## config.mk

```make
export PLATFORM = sky130hd
export DESIGN_NAME = axi_lite_cmd_sequencer
export DESIGN_NICKNAME = d
export VERILOG_FILES = /design/src/rtl/banzai_axi_pkg.sv /design/src/rtl/axi_lite_cmd_sequencer.sv
export SDC_FILE = /design/constraint.sdc
export NUM_CORES = 1
export LEC_CHECK = 0
export BUFFER_PORTS_ARGS = -buffer_cell sky130_fd_sc_hd__buf_2
export CAP_MARGIN = 15
export CORE_ASPECT_RATIO = 0.6
export CORE_MARGIN = 2
export CORE_UTILIZATION = 30
export CTS_BUF_LIST = sky130_fd_sc_hd__clkbuf_4 sky130_fd_sc_hd__clkbuf_8
export CTS_CLUSTER_DIAMETER = 150
export DETAILED_ROUTE_END_ITERATION = 7
export GPL_TIMING_DRIVEN = 0
export PLACE_DENSITY = 0.51
export SLEW_MARGIN = 20
export SYNTH_ARGS = -nofsm -noshare
export SYNTH_HDL_FRONTEND = slang
export SYNTH_SLANG_ARGS = --single-unit
```

## constraint.sdc

```tcl
create_clock -name clk -period 1.9 [get_ports clk]
set_input_delay 0.475 -clock clk [delete_from_list [all_inputs] [get_ports clk]]
set_output_delay 0.475 -clock clk [all_outputs]
set_load 0.05 [all_outputs]
```

## src/rtl/banzai_axi_pkg.sv

```systemverilog
// banzai_axi_pkg: AXI-Lite response codes and command sequencer state encoding.
package banzai_axi_pkg;

    typedef enum logic [1:0] {
        OKAY   = 2'b00,
        EXOKAY = 2'b01,
        SLVERR = 2'b10,
        DECERR = 2'b11
    } axi_resp_e;

    typedef enum logic [2:0] {
        IDLE,
        WR_REQ,
        WR_RESP,
        RD_REQ,
        RD_DATA,
        REPORT
    } seq_state_e;

endpackage

```

## src/rtl/axi_lite_cmd_sequencer.sv

```systemverilog
// axi_lite_cmd_sequencer: runs one write or masked read-check command at a time
// as a single AXI-Lite transaction and returns one response per command.
module axi_lite_cmd_sequencer
    import banzai_axi_pkg::*;
#(
    parameter int ADDR_WIDTH     = 32,
    parameter int DATA_WIDTH     = 32,
    parameter int TIMEOUT_CYCLES = 1024
) (
    input  logic                  clk,
    input  logic                  rst_n,
    input  logic                  cmd_valid,
    output logic                  cmd_ready,
    input  logic                  cmd_write,
    input  logic [ADDR_WIDTH-1:0] cmd_addr,
    input  logic [DATA_WIDTH-1:0] cmd_data,
    input  logic [DATA_WIDTH-1:0] cmd_mask,
    output logic                  rsp_valid,
    input  logic                  rsp_ready,
    output logic [DATA_WIDTH-1:0] rsp_data,
    output logic [1:0]            rsp_resp,
    output logic                  rsp_mismatch,
    output logic                  rsp_timeout,
    output logic [15:0]           mismatch_cnt,
    output logic                  busy,
    output logic [ADDR_WIDTH-1:0] aw_addr,
    output logic                  aw_valid,
    input  logic                  aw_ready,
    output logic [DATA_WIDTH-1:0] w_data,
    output logic                  w_valid,
    input  logic                  w_ready,
    input  logic [1:0]            b_resp,
    input  logic                  b_valid,
    output logic                  b_ready,
    output logic [ADDR_WIDTH-1:0] ar_addr,
    output logic                  ar_valid,
    input  logic                  ar_ready,
    input  logic [DATA_WIDTH-1:0] r_data,
    input  logic [1:0]            r_resp,
    input  logic                  r_valid,
    output logic                  r_ready
);

    localparam int TW = $clog2(TIMEOUT_CYCLES);

    seq_state_e            state, state_next;
    logic [TW-1:0]         tmo_cnt;
    logic [ADDR_WIDTH-1:0] addr_q;
    logic [DATA_WIDTH-1:0] data_q, mask_q;
    logic                  aw_done, w_done;
    logic                  wait_st, step, abort, rd_mm;

    assign aw_addr = addr_q;
    assign ar_addr = addr_q;
    assign w_data  = data_q;
    assign rd_mm   = |((r_data ^ data_q) & mask_q);

    always_comb begin
        cmd_ready  = state == IDLE;
        busy       = state != IDLE;
        aw_valid   = state == WR_REQ && !aw_done;
        w_valid    = state == WR_REQ && !w_done;
        b_ready    = state == WR_RESP;
        ar_valid   = state == RD_REQ;
        r_ready    = state == RD_DATA;
        rsp_valid  = state == REPORT;
        wait_st    = state inside {WR_REQ, WR_RESP, RD_REQ, RD_DATA};
        // step: the wait state's own completion event happens this cycle
        step       = (state == WR_REQ  && (aw_done || aw_ready) && (w_done || w_ready)) ||
                     (state == WR_RESP && b_valid) ||
                     (state == RD_REQ  && ar_ready) ||
                     (state == RD_DATA && r_valid);
        abort      = wait_st && !step && tmo_cnt == TW'(TIMEOUT_CYCLES - 1);
        state_next = state;
        case (state)
            IDLE:    state_next = cmd_valid ? (cmd_write ? WR_REQ : RD_REQ) : IDLE;
            WR_REQ:  state_next = step ? WR_RESP : (abort ? REPORT : WR_REQ);
            WR_RESP: state_next = (step || abort) ? REPORT : WR_RESP;
            RD_REQ:  state_next = step ? RD_DATA : (abort ? REPORT : RD_REQ);
            RD_DATA: state_next = (step || abort) ? REPORT : RD_DATA;
            REPORT:  state_next = rsp_ready ? IDLE : REPORT;
            default: state_next = IDLE;
        endcase
    end

    always_ff @(posedge clk or negedge rst_n) begin
        if (!rst_n) begin
            state        <= IDLE;
            tmo_cnt      <= '0;
            addr_q       <= '0;
            data_q       <= '0;
            mask_q       <= '0;
            aw_done      <= 1'b0;
            w_done       <= 1'b0;
            rsp_data     <= '0;
            rsp_resp     <= '0;
            rsp_mismatch <= 1'b0;
            rsp_timeout  <= 1'b0;
            mismatch_cnt <= '0;
        end else begin
            state   <= state_next;
            tmo_cnt <= (state_next != state) ? '0 : tmo_cnt + 1'b1;
            if (state == IDLE && cmd_valid) begin
                addr_q  <= cmd_addr;
                data_q  <= cmd_data;
                mask_q  <= cmd_mask;
                aw_done <= 1'b0;
                w_done  <= 1'b0;
            end
            if (aw_valid && aw_ready)
                aw_done <= 1'b1;
            if (w_valid && w_ready)
                w_done <= 1'b1;
            // response fields are frozen on entry to REPORT and held until consumed
            if (state_next == REPORT && state != REPORT) begin
                rsp_data     <= (state == RD_DATA && !abort) ? r_data : '0;
                rsp_resp     <= abort ? SLVERR : (state == WR_RESP ? b_resp : r_resp);
                rsp_mismatch <= state == RD_DATA && !abort && rd_mm;
                rsp_timeout  <= abort;
            end
            if (state == RD_DATA && r_valid && rd_mm && mismatch_cnt != 16'hFFFF)
                mismatch_cnt <= mismatch_cnt + 1'b1;
        end
    end

endmodule

```

==> run metrics <==
Area Overhead vs Synth 47.9%; Pre-antenna DRT Iters 4; DRC viols 0; R2R cell count 8; Layout Nets 1338; first-pass GRT wire length 39.2 mm; Startpoint Class register; Synth Instances 834; synthesized cell area 7720 um^2; Clk Latency, worst-skew pair 0.49 ns; cts bufs inserted 17; failing checks setup timing; CP cell instances xor2_2 -> a22oi_2 -> nand4_1 -> nor4_4 -> buf_6 -> buf_6 -> nor4_1 -> xor2_1; final std cells w/o fill 1537; min Tclk post-route 2.20 ns; hold crit path type primary input to register; clock root buffer clkbuf_8; H-Tree Depth 4; CTS clk-pin slew, worst paths 0.10 ns; final setup violation count 71; count of cell types in the netlist 53; count of pins over their slew limit 0; Worst EP required 2.26 ns; All-Layer GR Usage 19.6%; RePlAce Congestion 0.844; worst-path fanout max 5; Synth Flop Type dfrtp_1; FP Rows 45; CTS Buffer Depth 2; status finished with violations; Post-synth EDFFs 0; Register Area 4120 um^2; WL/cell 17.2 um; routed vias/inst 4.37; # Max-Cap Violations 0; fill cell count 2509; Final ANT Viol Nets 0; Hold Crit Depth 3; total core area 25300 um^2; Max stage delay on crit path 0.44 ns; syn_nets 978; port bufs 297; clock skew 0.0134 ns; syn_area_per_cell 9.26 um^2; die area 27100 um^2; actual slew at the worst max-slew pin 0.674 ns; CTS Sinks 163; synth warn 0; area of the multi-input gates 3490 um^2; final hold viol count 0; Overflow after GRT 0; routed wire length 26.5 mm; Post-Place Cells 1461; Via Count 6713; die height 128 um; share of post-route cells with drive strength above 1 45.9%; final setup margin -0.300 ns; CTS tree done; PwrDens 1930 nW/um^2; Final period util 116%; Worst EP arrival 2.56 ns; vias in the first global route 6583; initial core utilization 30.6%; cell mode on critical path buf_6; f_max 454 MHz; Die X 211 um; endpoint type of the worst setup path register; critical path class register to register; sequential element share of the synthesized area 52.8%; largest net degree at the start of global routing 84; post-route cell area 11400 um^2; leakage power total 5.92 nW; #FFs+latches synth 163; initial antenna violation count 4; DP Wirelength 19.3 mm; Max IR drop VDD 1.03 mV; RSZ-0062 raised after global routing true; DRT iter0 DRCs 383; Critical-path top delay cell dfrtp_2; DP Area 9860 um^2; Rel. slew slack 54.6%; ys async rst share 100%; I/O pin cnt 298
area by class of cell:
type	instances	share of cell area (%)
sequential	163	36.1
multi-input combinational	565	30.5
timing repair buffer	343	18.1
buffer	65	6.20
tap	329	3.60
clock buffer	22	2.65
clock inverter	10	1.48
inverter	39	1.35
antenna	1	0.0219
Yosys cell counts, drive strengths merged (8+ instances only):
cell,count,share of area (%)
dfrtp,163,53
nor4,8,0.84
nand3,11,0.71
a22oi,17,1.7
clkbuf,17,0.83
o21ai,8,0.52
xor2,51,5.8
mux2i,36,4.7
nand2,337,16
and2,8,0.68
buf,51,5.2
inv,39,1.9
nor2,24,1.3
nand4,9,0.73
through the flow:
stage	TNS, ns	utilization [%]	hold slack [ns]	total power [mW]	setup slack (ns)
6_report	-15.08	45.2	0.168	22.1	-0.300
5_1_grt	-24.58	45.2	0.130	23.4	-0.407
4_1_cts	-16.94	43.3	0.120	21.6	-0.330
3_5_place_dp	-30.50	39.0	0.465	17.6	-0.720
3_3_place_gp	-444.03	38.9	0.459	17.5	-2.84
2_1_floorplan	-5.32	-	0.179	14.5	-0.177
kinds of logic (layout without fill, tap and decap cells):
logic type / count (synthesis) / count (layout) / synth area share [%]
simple gates: 424 / 424 / 23.1
flops: 163 / 163 / 52.8
buf+inv: 107 / 479 / 7.87
xor+xnor: 54 / 54 / 6.12
compound gates: 44 / 45 / 4.44
mux: 40 / 40 / 5.30
fa+ha+maj: 2 / 2 / 0.324
other cells: 0 / 1 / 0
power breakdown:
part	total (mW)	switching [mW]	internal, mW	leakage (nW)
logic	13.1	8.81	4.27	3.64
registers	5.97	1.05	4.92	2.05
clock network	3.02	1.40	1.62	0.228
what timing repair did:
action                                 in CTS  in global routing
pin swaps                                  14                 15
endpoints found under the hold margin      64                  0
setup endpoints to repair                 111                163
gates cloned                                2                  3
setup buffers                              22                 20
gates resized for setup                    94                 75
hold buffers                                1                  0
layer usage:
layer,GRT usage [%],vias to the layer above,part of all wire [%],wire length [um]
li1,-,3353,-,-
met1,29.5,3155,50,13300
met2,27.5,177,42,11100
met3,5.07,22,6.6,1740
met4,5.59,6,1.2,317
met5,0,-,0.14,38
worst max-delay path: cells and delay by family, from the launching register on:
| family | cells | cell delay (ns) |
|---|---|---|
| buffers and inverters | 2 | 0.33 |
| DFF | 1 | 0.44 |
| AOI/OAI and AO/OA | 1 | 0.35 |
| xor gates and xnor gates | 2 | 0.35 |
| and+or+nand+nor | 3 | 0.60 |
cell usage in the layout, fill, tap and decap left out, types with 4 or more instances in the layout:
cell,instances
bufinv_16,4
clkbuf_8,22
xor2_1,43
clkbuf_16,4
nor2_4,5
nand4_1,9
nor4_4,4
buf_6,14
nand3_1,9
and2_1,4
nand2_1,323
buf_8,12
a22oi_1,14
and3_1,4
nor2_1,17
nand2b_1,5
xor2_2,7
dfrtp_1,130
mux2i_1,33
clkinvlp_4,5
buf_4,62
and2_4,4
buf_2,295
inv_1,37
dfrtp_2,33
nor3_4,5
nand2_2,13
buf_12,16
state kept, by name, summed over array words and instances (netlist names):
name,count
state,3
aw_done,1
ar_addr,32
rsp_mismatch,1
mask_q,32
w_data,32
rsp_data,32
w_done,1
rsp_timeout,1
rsp_resp,2
mismatch_cnt,16
tmo_cnt,10
worst paths after layout:
check | endpoint | from | slack, ns
setup / recovery | mismatch_cnt[14]$_DFFE_PN0P_ | w_data[5]$_DFFE_PN0P_ | -0.30
setup reg to reg | mismatch_cnt[14]$_DFFE_PN0P_ | w_data[5]$_DFFE_PN0P_ | -0.30
hold reg to reg | mask_q[26]$_DFFE_PN0P_ | mask_q[26]$_DFFE_PN0P_ | 0.48
min in group asynchronous | ar_addr[1]$_DFFE_PN0P_ | rst_n | 0.57
hold / removal | w_data[23]$_DFFE_PN0P_ | cmd_data[23] | 0.17
max in group asynchronous | w_data[5]$_DFFE_PN0P_ | rst_n | 0.44
Note: power is estimated with default switching activity, not from simulation.
